[src/rtl/wb_writeback_unit_pkg.sv]
// Shared types and constants for the writeback unit.
// Widths, source-select encoding, divider buffer entry.
package wb_writeback_unit_pkg;

    localparam int DATA_W = 32;
    localparam int ADDR_W = 5;

    localparam logic [ADDR_W-1:0] REG_ZERO = '0;

    typedef enum logic [1:0] {
        SRC_ALU,
        SRC_MEM,
        SRC_LINK
    } wb_src_e;

    typedef struct packed {
        logic              valid;
        logic [ADDR_W-1:0] index;
        logic [DATA_W-1:0] data;
    } buf_entry_t;

    // Link outranks load data, which outranks the ALU result.
    function automatic wb_src_e wb_src_sel(input logic link,
                                           input logic memtoreg);
        if (link)
            return SRC_LINK;
        if (memtoreg)
            return SRC_MEM;
        return SRC_ALU;
    endfunction

endpackage

[src/rtl/wb_writeback_unit_if.sv]
// Divider result handshake into the writeback unit.
// master: divider (valid/writereg/result), slave: writeback unit (ready).
interface wb_writeback_unit_if;
    import wb_writeback_unit_pkg::*;

    logic              div_valid;
    logic              div_ready;
    logic [ADDR_W-1:0] div_writereg;
    logic [DATA_W-1:0] div_result;

    modport master (
        output div_valid,
        output div_writereg,
        output div_result,
        input  div_ready
    );

    modport slave (
        input  div_valid,
        input  div_writereg,
        input  div_result,
        output div_ready
    );

endinterface

[src/rtl/wb_div_buffer.sv]
// Divider result FIFO with squash and pending-index lookups.
// Ports: push/pop, squash index, two lookup indices; full/empty/head/hits.
module wb_div_buffer
    import wb_writeback_unit_pkg::*;
#(
    parameter int DEPTH = 2
) (
    input  logic              clk,
    input  logic              rst_n,
    input  logic              push,
    input  logic [ADDR_W-1:0] push_index,
    input  logic [DATA_W-1:0] push_data,
    input  logic              pop,
    input  logic              squash,
    input  logic [ADDR_W-1:0] squash_index,
    input  logic [ADDR_W-1:0] look1,
    input  logic [ADDR_W-1:0] look2,
    output logic              full,
    output logic              empty,
    output buf_entry_t        head,
    output logic              hit1,
    output logic              hit2
);

    localparam int CW = $clog2(DEPTH + 1);

    // Entries are kept compacted: the head pointer is always slot 0
    // and the tail pointer equals count. A squash closes the hole in
    // the same cycle, so squashed slots never reach the head.
    buf_entry_t    ent     [DEPTH];
    buf_entry_t    ent_nxt [DEPTH];
    logic [CW-1:0] count;
    logic [CW-1:0] count_nxt;

    always_comb begin : compact
        int n;
        n = 0;
        for (int j = 0; j < DEPTH; j++)
            ent_nxt[j] = '0;
        for (int i = 0; i < DEPTH; i++) begin
            if (ent[i].valid
                && !(pop && i == 0)
                && !(squash && ent[i].index == squash_index)) begin
                for (int j = 0; j < DEPTH; j++)
                    if (j == n)
                        ent_nxt[j] = ent[i];
                n++;
            end
        end
        if (push && !(squash && push_index == squash_index)) begin
            for (int j = 0; j < DEPTH; j++)
                if (j == n)
                    ent_nxt[j] = '{valid: 1'b1,
                                   index: push_index,
                                   data:  push_data};
            n++;
        end
        count_nxt = CW'(n);
    end

    always_ff @(posedge clk) begin
        if (!rst_n) begin
            for (int i = 0; i < DEPTH; i++)
                ent[i] <= '0;
            count <= '0;
        end else begin
            for (int i = 0; i < DEPTH; i++)
                ent[i] <= ent_nxt[i];
            count <= count_nxt;
        end
    end

    assign full  = (count == CW'(DEPTH));
    assign empty = (count == '0);
    assign head  = ent[0];

    always_comb begin
        hit1 = 1'b0;
        hit2 = 1'b0;
        for (int i = 0; i < DEPTH; i++) begin
            if (ent[i].valid && ent[i].index == look1)
                hit1 = 1'b1;
            if (ent[i].valid && ent[i].index == look2)
                hit2 = 1'b1;
        end
    end

endmodule

[src/rtl/wb_writeback_unit.sv]
// Register file write port arbiter: MEM/WB results first, buffered
// divider results otherwise. Also drives decode bypass/pending flags.
module wb_writeback_unit
    import wb_writeback_unit_pkg::*;
#(
    parameter int BUF_DEPTH = 2
) (
    input  logic              clk,
    input  logic              rst_n,
    input  logic              memwb_valid,
    input  logic              memwb_regwrite,
    input  logic              memwb_memtoreg,
    input  logic              memwb_link,
    input  logic [ADDR_W-1:0] memwb_writereg,
    input  logic [DATA_W-1:0] memwb_aluresult,
    input  logic [DATA_W-1:0] memwb_readdata,
    input  logic [DATA_W-1:0] memwb_pc8,
    wb_writeback_unit_if.slave div_bus,
    output logic [ADDR_W-1:0] writereg,
    output logic [DATA_W-1:0] writeda,
    output logic              regwrite,
    input  logic [ADDR_W-1:0] readreg1,
    input  logic [ADDR_W-1:0] readreg2,
    output logic              bypass1,
    output logic              bypass2,
    output logic              pend1,
    output logic              pend2
);

    logic              wr_pipe;
    logic [DATA_W-1:0] pipe_data;
    logic              full;
    logic              empty;
    logic              push;
    logic              pop;
    logic              hit1;
    logic              hit2;
    buf_entry_t        head;

    assign wr_pipe = memwb_valid & memwb_regwrite
                   & (memwb_writereg != REG_ZERO);

    always_comb begin
        unique case (wb_src_sel(memwb_link, memwb_memtoreg))
            SRC_LINK: pipe_data = memwb_pc8;
            SRC_MEM:  pipe_data = memwb_readdata;
            default:  pipe_data = memwb_aluresult;
        endcase
    end

    // Ready depends only on occupancy, never on a same-cycle pop.
    assign div_bus.div_ready = rst_n & ~full;

    // r0 results complete the handshake but are dropped here.
    assign push = div_bus.div_valid & div_bus.div_ready
                & (div_bus.div_writereg != REG_ZERO);

    assign pop = ~wr_pipe & ~empty & head.valid;

    wb_div_buffer #(
        .DEPTH (BUF_DEPTH)
    ) u_buf (
        .clk          (clk),
        .rst_n        (rst_n),
        .push         (push),
        .push_index   (div_bus.div_writereg),
        .push_data    (div_bus.div_result),
        .pop          (pop),
        .squash       (wr_pipe),
        .squash_index (memwb_writereg),
        .look1        (readreg1),
        .look2        (readreg2),
        .full         (full),
        .empty        (empty),
        .head         (head),
        .hit1         (hit1),
        .hit2         (hit2)
    );

    always_ff @(posedge clk) begin
        if (!rst_n) begin
            writereg <= '0;
            writeda  <= '0;
            regwrite <= 1'b0;
        end else if (wr_pipe) begin
            writereg <= memwb_writereg;
            writeda  <= pipe_data;
            regwrite <= 1'b1;
        end else if (pop) begin
            writereg <= head.index;
            writeda  <= head.data;
            regwrite <= 1'b1;
        end else begin
            regwrite <= 1'b0;
        end
    end

    assign bypass1 = regwrite & (writereg == readreg1)
                   & (readreg1 != REG_ZERO);
    assign bypass2 = regwrite & (writereg == readreg2)
                   & (readreg2 != REG_ZERO);

    assign pend1 = hit1 & (readreg1 != REG_ZERO);
    assign pend2 = hit2 & (readreg2 != REG_ZERO);

endmodule

[src/flat_wrapper.sv]
// flat-port wrapper written by rule: the top's interface ports become plain ports
module wb_writeback_unit_flat import wb_writeback_unit_pkg::*;
#(
    parameter int BUF_DEPTH = 2
)
  (clk, rst_n, memwb_valid, memwb_regwrite, memwb_memtoreg, memwb_link, memwb_writereg, memwb_aluresult, memwb_readdata, memwb_pc8, writereg, writeda, regwrite, readreg1, readreg2, bypass1, bypass2, pend1, pend2, div_bus_div_valid, div_bus_div_writereg, div_bus_div_result, div_bus_div_ready);
  wb_writeback_unit_if div_bus_i ();
  input  logic clk;
  input  logic rst_n;
  input  logic memwb_valid;
  input  logic memwb_regwrite;
  input  logic memwb_memtoreg;
  input  logic memwb_link;
  input  logic [ADDR_W-1:0] memwb_writereg;
  input  logic [DATA_W-1:0] memwb_aluresult;
  input  logic [DATA_W-1:0] memwb_readdata;
  input  logic [DATA_W-1:0] memwb_pc8;
  output logic [ADDR_W-1:0] writereg;
  output logic [DATA_W-1:0] writeda;
  output logic regwrite;
  input  logic [ADDR_W-1:0] readreg1;
  input  logic [ADDR_W-1:0] readreg2;
  output logic bypass1;
  output logic bypass2;
  output logic pend1;
  output logic pend2;
  input wire logic [$bits(div_bus_i.div_valid)-1:0] div_bus_div_valid;
  input wire logic [$bits(div_bus_i.div_writereg)-1:0] div_bus_div_writereg;
  input wire logic [$bits(div_bus_i.div_result)-1:0] div_bus_div_result;
  output wire logic [$bits(div_bus_i.div_ready)-1:0] div_bus_div_ready;
  assign div_bus_i.div_valid = div_bus_div_valid;
  assign div_bus_i.div_writereg = div_bus_div_writereg;
  assign div_bus_i.div_result = div_bus_div_result;
  assign div_bus_div_ready = div_bus_i.div_ready;
  wb_writeback_unit #(.BUF_DEPTH(BUF_DEPTH)) u_core (.clk(clk), .rst_n(rst_n), .memwb_valid(memwb_valid), .memwb_regwrite(memwb_regwrite), .memwb_memtoreg(memwb_memtoreg), .memwb_link(memwb_link), .memwb_writereg(memwb_writereg), .memwb_aluresult(memwb_aluresult), .memwb_readdata(memwb_readdata), .memwb_pc8(memwb_pc8), .div_bus(div_bus_i), .writereg(writereg), .writeda(writeda), .regwrite(regwrite), .readreg1(readreg1), .readreg2(readreg2), .bypass1(bypass1), .bypass2(bypass2), .pend1(pend1), .pend2(pend2));
endmodule
[config.mk]
export PLATFORM = sky130hd
export DESIGN_NAME = wb_writeback_unit_flat
export DESIGN_NICKNAME = d
export VERILOG_FILES = /design/src/rtl/wb_writeback_unit_pkg.sv /design/src/rtl/wb_writeback_unit_if.sv /design/src/rtl/wb_div_buffer.sv /design/src/rtl/wb_writeback_unit.sv /design/src/flat_wrapper.sv
export SDC_FILE = /design/constraint.sdc
export NUM_CORES = 1
export LEC_CHECK = 0
export CAP_MARGIN = 15
export CORE_ASPECT_RATIO = 0.8
export CORE_MARGIN = 5
export CORE_UTILIZATION = 47
export DETAILED_ROUTE_END_ITERATION = 7
export PLACE_DENSITY_LB_ADDON = 0.15
export SETUP_SLACK_MARGIN = 0.2
export SLEW_MARGIN = 20
export SYNTH_ARGS = -nofsm -noshare
export SYNTH_HDL_FRONTEND = slang
export SYNTH_HIERARCHICAL = 1
export SYNTH_SLANG_ARGS = --single-unit
[constraint.sdc]
create_clock -name clk -period 4.3 [get_ports clk]
set_clock_uncertainty 0.1 [all_clocks]
set_input_delay 0.86 -clock clk [delete_from_list [all_inputs] [get_ports clk]]
set_output_delay 0.86 -clock clk [all_outputs]
set_load 0.02 [all_outputs]
After elaboration in Yosys (flattened, before gate mapping). Memories as Yosys holds them, arrays and structs flattened. Cells that the tools add are included.

Reduce and logical (&&, ||, !) cells: 23. Equal/unequal tests: 14. Bitwise operators: 18. Add/sub/neg operators: 2. Mux-type cells: 32.

Operator list (count): 38-bit 2-to-1 mux (7); 76-bit 2-to-1 mux (2); 32-bit logical NOT (2); 32-bit 2-to-1 mux (2); 32-bit case mux with 2 select lines (1); 5-bit equality test (9); 2-bit by 32-bit equality test with 1-bit output, first input constant (1); 5-bit nonzero test (4); 1-bit bitwise AND (13); 1-bit 2-to-1 mux (12); 2-bit 2-to-1 mux (6); 1-bit logical AND (11); 5-bit 2-to-1 mux (2); 2-bit equality test, second input constant (2); 1-bit logical NOT (4); 1-bit inverter (3); 1-bit by 1-bit adder with 2-bit output, second input constant (1); 2-bit by 1-bit adder with 2-bit output, second input constant (1); 2-bit by 1-bit equality test with 1-bit output, second input constant (1); 2-bit logical NOT (1); 1-bit bitwise OR (2); 2-bit nonzero test (1); 1-bit equality test, first input constant (1).

Logic and storage cells: 94. Memories kept: 1. Memory bits (writable): 76. Input port bits: 155. Bits in registers: 40. Output and inout bits: 43.

Memory list: u_core.u_buf.ent (words 2, width 38, rd ports 2, clocked after Yosys merged registers in 0, wr ports 2, RTL line wb_div_buffer.sv:30) `buf_entry_t ent [DEPTH];`.

Longest topological paths before layout. Gate-level depths: netlist (run 1).

Depth in word-level cells: 15. Depth in mapped cells: 15. Mapped depth without buffers: 10.

Hierarchy. Netlist (run 1), hierarchy kept.

By module, submodules not included: wb_div_buffer (sequential area each 1561.5 um^2, area each 3714.8 um^2, cells an instance 413, instances 1); wb_writeback_unit (sequential area each 760.7 um^2, area each 2671.3 um^2, cells an instance 348, instances 1).

Least setup slack after synthesis (run 1). No wires, ideal clock.

Path type: input to register. Start: input port memwb_writereg[0]. End: memory u_core/u_buf/ent[0][45] in the netlist's numbering. Library setup time: 0.060 ns. Data arrival time: 3.691 ns. Path slack: 0.450 ns. Data required time: 4.140 ns. Path buffers: 4. Stages on the path: 14. Cells stage by stage: or3_1 > o311a_1 > buf_6 > buf_6 > nor2_1 > nor2b_1 > o21a_1 > inv_2 > clkbuf_1 > ha_1 > o211ai_1 > nor4b_4 > buf_6 > a22o_1.

RTL lines: start, declared (RTL line flat_wrapper.sv:14) `input logic [ADDR_W-1:0] memwb_writereg;`; end, declared (RTL line wb_div_buffer.sv:30).

Worst setup path in the final report (run 1).
Start: input port readreg2[3]. End: output port pend2.

Word-level cells in the longest chain between the ends: 5.

RTL lines: start, declared (RTL line flat_wrapper.sv:22) `input logic [ADDR_W-1:0] readreg2;`; 5-bit equality test (RTL line wb_div_buffer.sv:83) `if (ent[i].valid && ent[i].index == look2)`; 1-bit logical AND (RTL line wb_div_buffer.sv:83); 1-bit 2-to-1 mux (RTL line wb_div_buffer.sv:83); 1-bit 2-to-1 mux (*) (RTL line wb_div_buffer.sv:83); net u_core.hit2 (RTL line wb_writeback_unit.sv:37) `logic hit2;`; 1-bit bitwise AND (*) (RTL line wb_writeback_unit.sv:104) `assign pend2 = hit2 & (readreg2 != REG_ZERO);`; end, declared (RTL line flat_wrapper.sv:26) `output logic pend2;`.

The timed path passes the listed nets; every way through them passes the cells marked *.

==> results of run 1 <==
cell type report:
cell class	count	area (um2)	area share, %
multi-input cells	531	3423	39.39
clock inverters	13	158.9	1.828
inverters	7	26.28	0.3023
flip-flops and latches	116	2322	26.72
repair buffers	210	2102	24.19
clock buffers	19	432.9	4.981
well taps	180	225.2	2.591
registers in the layout (all words and copies together) (netlist names):
name,flops
u_core/regwrite,1
u_core/u_buf/count,2
u_core/u_buf/ent,76
u_core/writeda,32
u_core/writereg,5
power breakdown:
part / switching (mW) / leakage (nW) / internal [mW]
Combinational: 0.249 / 1.96 / 0.267
Clock: 0.505 / 0.283 / 0.909
Sequential: 0.0460 / 0.944 / 1.12
Total: 0.800 / 3.19 / 2.30
final timing paths:
check | from | end | slack, ns | depth (start not counted)
max | readreg2[3] | pend2 | 0.38 | 7
max reg2reg | u_core/u_buf/ent[0][70] | u_core/u_buf/ent[0][67] | 1.65 | 8
min | u_core/u_buf/ent[0][52] | u_core/u_buf/ent[0][52] | 0.38 | 1
min reg2reg | u_core/u_buf/ent[0][52] | u_core/u_buf/ent[0][52] | 0.38 | 1
synth_stat cells, types with 8 or more instances:
cell type	instances	area share [%]
sky130_fd_sc_hd__buf_2	13	1.0
sky130_fd_sc_hd__xor2_1	18	2.5
sky130_fd_sc_hd__o21ai_1	15	1.2
sky130_fd_sc_hd__mux2i_1	35	5.5
sky130_fd_sc_hd__dfxtp_1	116	36
sky130_fd_sc_hd__a22o_1	37	5.1
sky130_fd_sc_hd__buf_4	39	4.6
sky130_fd_sc_hd__o21ai_0	93	7.3
sky130_fd_sc_hd__xnor2_1	26	3.6
sky130_fd_sc_hd__clkbuf_1	40	2.4
sky130_fd_sc_hd__nand3_1	42	3.3
sky130_fd_sc_hd__mux2_2	34	6.0
sky130_fd_sc_hd__a31oi_1	38	3.7
sky130_fd_sc_hd__buf_6	8	1.4
sky130_fd_sc_hd__nand2_1	107	6.3
sky130_fd_sc_hd__nand4_1	41	4.0
sky130_fd_sc_hd__nor2_1	8	0.47
cell families (layout without fill, tap and decap cells):
kind of cell,Yosys count,after routing,share of synthesized area (%)
AND/OR/NAND/NOR,218,218,16.30
adder cells (fa/ha/maj),3,3,0.5878
multiplexers,69,69,11.48
flip-flops,116,116,36.36
XOR/XNOR,44,44,6.034
AO/OA/AOI/OAI,197,197,19.02
buffers and inverters,114,249,10.21
metal layers:
layer  global-route usage, %  vias up  routed length (um)
met3                   6.973       12                1902
met2                   36.58      276                8876
met5                       0        -                   0
li1                        -     2942                   -
met4                   5.358        0                 212
met1                   36.75     2772                9674
==> summary.txt, run 1 <==
CTS
  • Source-to-sink clock delay at the later pin of the worst-skew pair: 0.41 ns
  • Clock-pin slew on the worst setup and hold paths: 0.06 ns
  • Number of CTS-inserted buffers: 17
  • CTS H-tree lvls: 4
  • Maximum clock path buffer count: 2
  • Post CTS Setup Buffer Count: 0
  • CTS tree: built
  • Number of sinks handled by clock tree synthesis: 116
  • Cell at the root of the clock tree: sky130_fd_sc_hd__clkbuf_16
  • CTS-repair resized insts: 0
  • Total of hold buffers inserted after clock tree synthesis: 0

STA
  • # setup viols final: 0
  • Number of pins with negative max-slew slack in the final report: 0
  • Setup repair after global routing missed its margin: false
  • Time the final worst path needs with I/O delays and setup: 3.925 ns
  • Max-Slew Margin vs Limit: 28.97%
  • Sum of negative setup slack: 0 ns
  • Share of the clock period used by the worst path: between 90% and 100%
  • Final worst-path setup slack: 0.3752 ns
  • Count of final hold-check violations: 0
  • Tightest Pin Transition: 1.065 ns
  • Max Clk Rate: about 250 MHz
  • Worst slack on hold paths: 0.3822 ns

Finish
  • Commonest non-fill, non-tap cells in the layout: sky130_fd_sc_hd__clkdlybuf4s50_1, sky130_fd_sc_hd__dfxtp_1, sky130_fd_sc_hd__nand2_1
  • Commonest non-fill, non-tap cell in the layout: sky130_fd_sc_hd__clkdlybuf4s50_1
  • Post-layout instance count excluding filler cells: ~1100
  • Fill cell count: 1157
  • Diode count: 0
  • Layout overhead on the synthesized area: 36.09%
  • Final core utilization: 64.59%
  • Final std cell area, no fill: 0.008691 mm2
  • Final net count: 1041
  • Ratio of cells with drive above 1 in the final layout: 9.710%

Worst setup path
  • Chain of cells forming the critical path: clkdlybuf4s50_1, xor2_1, nor4_1, nand3_1, o31ai_1, a21boi_0, clkdlybuf4s50_1
  • Category of the critical setup timing path: input port to output port
  • Critical Path Sink Type: output port
  • Crit path max fanout: 4
  • Most numerous cell on the critical path: sky130_fd_sc_hd__clkdlybuf4s50_1
  • Crit path arrival time: 2.96 ns
  • Count of buffer and inverter cells on the critical path: 2
  • Max stage delay on crit path: around 0.65 ns
  • Cell with the biggest individual delay on the critical path: sky130_fd_sc_hd__clkdlybuf4s50_1
  • Critical Path Source Type: input port
  • CP top delay family: buffers and inverters
  • Required time of the worst setup path: ~3.3 ns

Drt
  • Number of detailed-route iterations in the first pass: 5
  • Drt wl/cell: 19.21 um
  • Final WL: between 20 and 25 mm
  • Via count normalized by instance count: 5.578
  • Violation count after the first detailed-routing iteration: 666
  • DRC: 0
  • Overall via count from detail_route: 6002
  • Number of routed nets with antenna violations: 0

Pwr
  • Worst vdd ir: 0.2571 mV
  • Overall power of the completed layout: 3.101 mW
  • Standby leakage power: ~3.2 nW
  • Total power per unit cell area: 356.8 mW/mm2

Die
  • Standard-cell rows: 38
  • Initial standard-cell utilization of the core: a little under half
  • Die height: roughly 110 um
  • Die area: 0.01603 mm2
  • Top-level I/O count: 198
  • Horizontal die dimension: 140.3 um
  • Floorplan Core Area: 0.01346 mm2

Yosys
  • Mean post-synth cell area: 8.392 um2
  • Distinct cell type count after synthesis: 37
  • Syn Inst Count: 761
  • Post-synthesis instance area: 0.006386 mm2
  • Synth Register Bits: 116
  • Net count after synthesis: slightly above 900
  • Number of enable-type register cells in the synthesized netlist: 0
  • Most used DFF post-synth: sky130_fd_sc_hd__dfxtp_1
  • Number of warnings issued by yosys: 6
  • Sequential element share of the synthesized area: 36.36%
  • Post-synthesis async set-or-reset flop share: 0%

Global route
  • GRT overflow: 0
  • Antenna violations before repair: 0
  • Via count of the first global-routing pass: 5559
  • Global-route wire length before repair: between 30 and 40 mm
  • All-Layer GR Usage: about 25%
  • Pin count of the biggest net entering global routing: about 110

Placed design
  • Worst setup slack after placement: 0.3758 ns
  • Standard cell area after detailed placement: a little over 0.008 mm2
  • Cell count after placement: 1043
  • Post-detailed-placement half-perimeter wirelength: 14.81 mm
  • Final Wtd Congestion: roughly 0.94
  • Total of buffers placed on input and output ports: 197

Job
  • Count of max-cap constraint violations: 0

Outcome
  • Outcome: completed

Worst hold path
  • Class of the most critical hold timing path: flop to flop
Power figures use the tool's default switching activity.
==> run 2: changes to the inputs <==
Settings changed: SLEW_MARGIN 20 to not set.
==> summary.txt, run 2 (synthesis gave the netlist of run 1 again) <==
Outcome
  • Outcome: completed

Die
  • Standard-cell rows: 38 (unchanged)
  • Floorplan Core Area: 0.01346 mm2 (unchanged)
  • Horizontal die dimension: 140.3 um (unchanged)
  • Initial standard-cell utilization of the core: 47.46% (unchanged)
  • Top-level I/O count: 198 (unchanged)
  • Die height: 114.3 um (unchanged)
  • Die area: 0.01603 mm2 (unchanged)

CTS
  • Total of hold buffers inserted after clock tree synthesis: 0 (unchanged)
  • Cell at the root of the clock tree: sky130_fd_sc_hd__clkbuf_16
  • Maximum clock path buffer count: 2 (unchanged)
  • CTS H-tree lvls: 4 (unchanged)
  • Number of sinks handled by clock tree synthesis: 116 (unchanged)
  • CTS-repair resized insts: 0 (unchanged)
  • Post CTS Setup Buffer Count: 0 (unchanged)
  • Source-to-sink clock delay at the later pin of the worst-skew pair: 0.41 ns (about the same)
  • Number of CTS-inserted buffers: 17 (unchanged)
  • Clock-pin slew on the worst setup and hold paths: 0.06 ns (about the same)
  • CTS tree: built

Drt
  • Via count normalized by instance count: 5.602 (+0.43%)
  • Violation count after the first detailed-routing iteration: 645 (-3.2%)
  • Number of detailed-route iterations in the first pass: 6 (+1)
  • Number of routed nets with antenna violations: 0 (unchanged)
  • Drt wl/cell: 19.16 um (-0.23%)
  • Final WL: 20.62 mm (-0.23%)
  • DRC: 0 (unchanged)
  • Overall via count from detail_route: 6028 (+0.43%)

STA
  • Number of pins with negative max-slew slack in the final report: 0 (unchanged)
  • Share of the clock period used by the worst path: 91.19% (about the same)
  • Tightest Pin Transition: 1.040 ns (-0.02573 ns)
  • # setup viols final: 0 (unchanged)
  • Worst slack on hold paths: 0.3822 ns (-0.00002200 ns)
  • Sum of negative setup slack: 0 ns (unchanged)
  • Time the final worst path needs with I/O delays and setup: 3.921 ns (-0.003510 ns)
  • Max Clk Rate: 255.0 MHz (about the same)
  • Max-Slew Margin vs Limit: 30.69% (+1.7 points)
  • Count of final hold-check violations: 0 (unchanged)
  • Setup repair after global routing missed its margin: false

Pwr
  • Total power per unit cell area: 357.3 mW/mm2 (+0.14%)
  • Overall power of the completed layout: 3.103 mW (about the same)
  • Standby leakage power: 3.185 nW (-0.10%)
  • Worst vdd ir: 0.2589 mV (+0.73%)

Placed design
  • Post-detailed-placement half-perimeter wirelength: 14.81 mm (unchanged)
  • Final Wtd Congestion: 0.9432 (unchanged)
  • Cell count after placement: 1043 (unchanged)
  • Total of buffers placed on input and output ports: 197 (unchanged)
  • Standard cell area after detailed placement: 0.008071 mm2 (unchanged)

Worst setup path
  • Required time of the worst setup path: 3.34 ns (about the same)
  • Endpoint of the worst register-to-register path: u_core/u_buf/ent[0][66]
  • Register-to-register setup slack: 1.65 ns (about the same)
  • Critical register-to-register path startpoint: u_core/u_buf/ent[0][70]
  • Most numerous cell on the critical path: sky130_fd_sc_hd__clkdlybuf4s50_1
  • Max stage delay on crit path: 0.64 ns (about the same)
  • CP top delay family: buffers and inverters
  • Critical Path Source Type: input port
  • Crit path arrival time: 2.96 ns (about the same)
  • Cell with the biggest individual delay on the critical path: sky130_fd_sc_hd__clkdlybuf4s50_1
  • Crit path max fanout: 4 (unchanged)
  • Critical Path Sink Type: output port
  • Count of buffer and inverter cells on the critical path: 2 (unchanged)
  • Category of the critical setup timing path: input port to output port
  • Depth of the worst register-to-register path: 8 (unchanged)
  • Chain of cells forming the critical path: clkdlybuf4s50_1, xor2_1, nor4_1, nand3_1, o31ai_1, a21boi_0, clkdlybuf4s50_1

Global route
  • Gr busiest metal: met1
  • Via count of the first global-routing pass: 5559 (unchanged)
  • Routing usage on met1: 36.75% (unchanged)
  • Global-route wire length before repair: 31.55 mm (unchanged)
  • GRT overflow: 0 (unchanged)
  • Met3 routing resource usage after global routing: 6.973% (unchanged)
  • Pin count of the biggest net entering global routing: 112 (unchanged)
  • Met2 Usage GRT: 36.58% (unchanged)
  • Antenna violations before repair: 0 (unchanged)
  • All-Layer GR Usage: 25.00% (unchanged)

Finish
  • Ratio of cells with drive above 1 in the final layout: 9.710% (unchanged)
  • Number of flip-flops under the largest register name: 76 (unchanged)
  • Commonest non-fill, non-tap cell in the layout: sky130_fd_sc_hd__clkdlybuf4s50_1
  • Commonest non-fill, non-tap cells in the layout: sky130_fd_sc_hd__clkdlybuf4s50_1, sky130_fd_sc_hd__dfxtp_1, sky130_fd_sc_hd__nand2_1
  • Final std cell area, no fill: 0.008683 mm2 (about the same)
  • Registers with the highest flip-flop counts: u_core/u_buf/ent (76), u_core/writeda (32), u_core/writereg (5)
  • Post-layout instance count excluding filler cells: 1076 (unchanged)
  • Register bank with the most flops: u_core/u_buf/ent
  • Diode count: 0 (unchanged)
  • Final net count: 1041 (unchanged)
  • Layout overhead on the synthesized area: 35.97% (about the same)

Worst hold path
  • Hold Startpoint: u_core/u_buf/ent[0][49]
  • Class of the most critical hold timing path: flop to flop
  • Worst hold path endpoint: u_core/u_buf/ent[0][49]
  • Number of cells on the worst hold path: 1 (unchanged)

Job
  • Count of max-cap constraint violations: 0 (unchanged)
run 2: cell types whose count changed in the layout (fill, tap and decap cells not counted):
cell | before | now
sky130_fd_sc_hd__buf_12 | 2 | 3
sky130_fd_sc_hd__buf_16 | 1 | 0
run 2: worst max-delay path by stage:
stage	end	slack, ns	cells after the start	start
global route	pend1	0.24	7	readreg1[3]
finish	pend2	0.38	7	readreg2[3]
detailed placement	pend2	0.38	7	readreg2[3]
CTS	pend2	0.37	7	readreg2[3]
global placement	pend2	0.41	7	readreg2[3]
floorplan	u_core/u_buf/ent[0][45]	0.45	14	memwb_writereg[0]
run 2: layout make-up:
cell class,count,area (um2)
inverters,7,26.28
fillers,1159,4772
clock inverters,13,158.9
multi-input cells,531,3423
repair buffers,210,2095
clock buffers,19,432.9
flip-flops and latches,116,2322
well taps,180,225.2
run 2: where the power goes:
part	switching, mW	internal, mW	total, mW
Combinational	0.248	0.267	0.514
Clock	0.509	0.909	1.42
Sequential	0.0464	1.12	1.17
Total	0.803	2.30	3.10
run 2: per-layer routing:
| layer | share of wire, % | vias to the layer above |
|---|---|---|
| met5 | 0 | - |
| met4 | 1.2 | 0 |
| met3 | 8.6 | 16 |
| met2 | 43 | 285 |
| met1 | 47 | 2785 |
| li1 | - | 2942 |
run 2: stage by stage:
stage / util (%) / setup WS (ns)
6_report: 64.53 / 0.3788
5_1_grt: 64.53 / 0.2390
4_1_cts: 64.39 / 0.3723
3_5_place_dp: 59.99 / 0.3758
3_3_place_gp: 59.99 / 0.4103
2_1_floorplan: - / 0.4498
==> run 3: changes to the inputs <==
Settings changed: CORE_UTILIZATION 47 to 41.
==> summary.txt, run 3 (synthesis gave the netlist of run 1 again) <==
Worst setup path
  • Critical register-to-register path startpoint: u_core/u_buf/ent[0][70]
  • Category of the critical setup timing path: input port to output port
  • Critical Path Source Type: input port
  • Cell with the biggest individual delay on the critical path: sky130_fd_sc_hd__clkdlybuf4s50_1
  • Worst setup path endpoint: pend2
  • Required time of the worst setup path: 3.34 ns (about the same)
  • Count of buffer and inverter cells on the critical path: 2 (unchanged)
  • Max stage delay on crit path: 0.66 ns (+0.02 ns)
  • Most numerous cell on the critical path: sky130_fd_sc_hd__clkdlybuf4s50_1
  • Register-to-register setup slack: 1.60 ns (-0.05 ns)
  • Depth of the worst register-to-register path: 8 (unchanged)
  • Crit path max fanout: 4 (unchanged)
  • Critical Path Sink Type: output port
  • CP top delay family: buffers and inverters
  • Levels on crit path: 7 (unchanged)
  • Endpoint of the worst register-to-register path: u_core/u_buf/ent[0][61]
  • Setup crit start: readreg2[3]
  • Chain of cells forming the critical path: clkdlybuf4s50_1, xor2_1, nor4_1, nand3_1, o31ai_1, a21boi_0, clkdlybuf4s50_1
  • Crit path arrival time: 2.98 ns (+0.02 ns)

CTS
  • CTS H-tree lvls: 4 (unchanged)
  • Source-to-sink clock delay at the later pin of the worst-skew pair: 0.41 ns (about the same)
  • Post CTS Setup Buffer Count: 0 (unchanged)
  • CTS-repair resized insts: 0 (unchanged)
  • Maximum clock path buffer count: 2 (unchanged)
  • Clock-pin slew on the worst setup and hold paths: 0.05 ns (about the same)
  • Number of CTS-inserted buffers: 17 (unchanged)
  • Cell at the root of the clock tree: sky130_fd_sc_hd__clkbuf_16
  • Total of hold buffers inserted after clock tree synthesis: 0 (unchanged)
  • Number of sinks handled by clock tree synthesis: 116 (unchanged)
  • CTS tree: built

Finish
  • Final net count: 1038 (-0.29%)
  • Diode count: 0 (unchanged)
  • Commonest non-fill, non-tap cells in the layout: sky130_fd_sc_hd__clkdlybuf4s50_1, sky130_fd_sc_hd__dfxtp_1, sky130_fd_sc_hd__nand2_1
  • Commonest non-fill, non-tap cell in the layout: sky130_fd_sc_hd__clkdlybuf4s50_1
  • Layout overhead on the synthesized area: 36.74%
  • Ratio of cells with drive above 1 in the final layout: 9.295% (-0.42 points)
  • Register area: 0.002322 mm2 (unchanged)
  • Register bank with the most flops: u_core/u_buf/ent
  • Registers with the highest flip-flop counts: u_core/u_buf/ent (76), u_core/writeda (32), u_core/writereg (5)
  • Post-layout instance count excluding filler cells: 1103 (+2.5%)
  • Fill cell count: 1385 (+19%)
  • Area of combinational cells with multiple inputs: 0.003423 mm2 (unchanged)
  • Number of flip-flops under the largest register name: 76 (unchanged)

Drt
  • Via count normalized by instance count: 5.490 (-2.0%)
  • Drt wl/cell: 19.40 um (+1.3%)
  • Number of detailed-route iterations in the first pass: 6 (unchanged)
  • Final WL: 21.40 mm (+3.8%)
  • DRC: 0 (unchanged)
  • Violation count after the first detailed-routing iteration: 619 (-4.0%)
  • Overall via count from detail_route: 6055 (+0.45%)
  • Number of routed nets with antenna violations: 0 (unchanged)

STA
  • Max Clk Rate: 253.7 MHz (-0.51%)
  • Count of final hold-check violations: 0 (unchanged)
  • Tightest Pin Transition: 1.183 ns (+0.1435 ns)
  • Setup repair after global routing missed its margin: false
  • Share of the clock period used by the worst path: 91.66% (+0.47 points)
  • Sum of negative setup slack: 0 ns (unchanged)
  • Max-Slew Margin vs Limit: 21.12% (-9.6 points)
  • Time the final worst path needs with I/O delays and setup: 3.941 ns (+0.02005 ns)
  • # setup viols final: 0 (unchanged)
  • Number of pins with negative max-slew slack in the final report: 0 (unchanged)

Global route
  • GRT overflow: 0 (unchanged)
  • Via count of the first global-routing pass: 5598 (+0.70%)
  • Pin count of the biggest net entering global routing: 108 (-3.6%)
  • Global-route wire length before repair: 32.24 mm (+2.2%)
  • All-Layer GR Usage: 22.66% (-2.3 points)
  • Antenna violations before repair: 0 (unchanged)

Die
  • Initial standard-cell utilization of the core: 42.11% (-5.3 points)
  • Die height: 121.6 um (+6.4%)
  • Standard-cell rows: 40 (+5.3%)
  • Horizontal die dimension: 149.5 um (+6.6%)
  • Die area: 0.01819 mm2 (+13%)
  • Top-level I/O count: 198 (unchanged)
  • Floorplan Core Area: 0.01516 mm2 (+13%)

Placed design
  • Total of buffers placed on input and output ports: 197 (unchanged)
  • Cell count after placement: 1071 (+2.7%)
  • Final Wtd Congestion: 0.8506 (-9.8%)
  • Post-detailed-placement half-perimeter wirelength: 15.15 mm (+2.3%)

Worst hold path
  • Class of the most critical hold timing path: flop to flop

Pwr
  • Standby leakage power: 3.196 nW (+0.32%)
  • Worst vdd ir: 0.3068 mV (+18%)
  • Total power per unit cell area: 366.7 mW/mm2 (+2.6%)

Job
  • Count of max-cap constraint violations: 0 (unchanged)

Outcome
  • Outcome: completed
==> run 3: cell types whose count changed in the layout (fill, tap and decap cells not counted), moves of 2 or more <==
cell / before / now
sky130_fd_sc_hd__buf_4: 11 / 9
sky130_fd_sc_hd__clkbuf_8: 0 / 4
sky130_fd_sc_hd__clkinv_2: 4 / 2
sky130_fd_sc_hd__clkinvlp_4: 3 / 1
==> run 3: how the worst min path moves through the flow <==
stage                              end               startpoint  slack, ns  cells after the start
6_report       u_core/u_buf/ent[0][46]  u_core/u_buf/ent[0][46]       0.38                      1
3_3_place_gp   u_core/u_buf/ent[0][45]  u_core/u_buf/ent[0][45]       0.36                      1
4_1_cts        u_core/u_buf/ent[0][50]  u_core/u_buf/ent[0][50]       0.38                      1
3_5_place_dp   u_core/u_buf/ent[0][49]  u_core/u_buf/ent[0][49]       0.37                      1
5_1_grt        u_core/u_buf/ent[0][50]  u_core/u_buf/ent[0][50]       0.39                      1
2_1_floorplan  u_core/u_buf/ent[0][45]  u_core/u_buf/ent[0][45]       0.35                      1
==> run 3: where the power goes <==
| group | internal [mW] | leakage [nW] | switching, mW | total, mW |
|---|---|---|---|---|
| Sequential | 1.12 | 0.944 | 0.0460 | 1.17 |
| Combinational | 0.265 | 1.94 | 0.250 | 0.515 |
| Clock | 1.03 | 0.310 | 0.487 | 1.52 |
==> run 3: final cells by class <==
| cell class | instances | share of cell area (%) |
|---|---|---|
| Clock inverter | 8 | 1.676 |
| Clock buffer | 24 | 5.631 |
| Inverter | 7 | 0.3009 |
| Sequential cell | 116 | 26.59 |
| Timing Repair Buffer | 207 | 23.59 |
| Tap cell | 210 | 3.009 |
| Multi-Input combinational cell | 531 | 39.20 |
==> run 3: layer usage <==
layer / share of wire [%] / routed length, um / vias to the layer above / global-route usage (%)
li1: - / - / 2934 / -
met1: 48 / 10270 / 2806 / 34.23
met2: 41 / 8811 / 289 / 31.47
met3: 9.5 / 2043 / 26 / 6.210
met4: 1.3 / 282 / 0 / 5.889
met5: 0 / 0 / - / 0
==> run 3: worst reg2reg max path: stages, from the launching register on <==
cell and delay, ns:
sky130_fd_sc_hd__dfxtp_1 0.52, sky130_fd_sc_hd__xor2_1 0.14, sky130_fd_sc_hd__nor4_2 0.40, sky130_fd_sc_hd__a31o_4 0.27, sky130_fd_sc_hd__ha_1 0.26, sky130_fd_sc_hd__o211ai_1 0.17, sky130_fd_sc_hd__nor4b_4 0.33, sky130_fd_sc_hd__buf_12 0.25
sky130_fd_sc_hd__a22o_1 0.19
==> run 3: metrics by stage <==
step,power (mW),util (%),area [um2],hold slack (ns),setup WS (ns)
3_3_place_gp,1.696,53.37,8094,0.3619,0.3370
4_1_cts,3.220,57.58,8732,0.3810,0.3674
2_1_floorplan,1.456,-,6386,0.3498,0.4498
5_1_grt,3.324,57.58,8732,0.3880,0.2449
3_5_place_dp,1.702,53.37,8094,0.3654,0.3669
6_report,3.202,57.58,8732,0.3763,0.3587
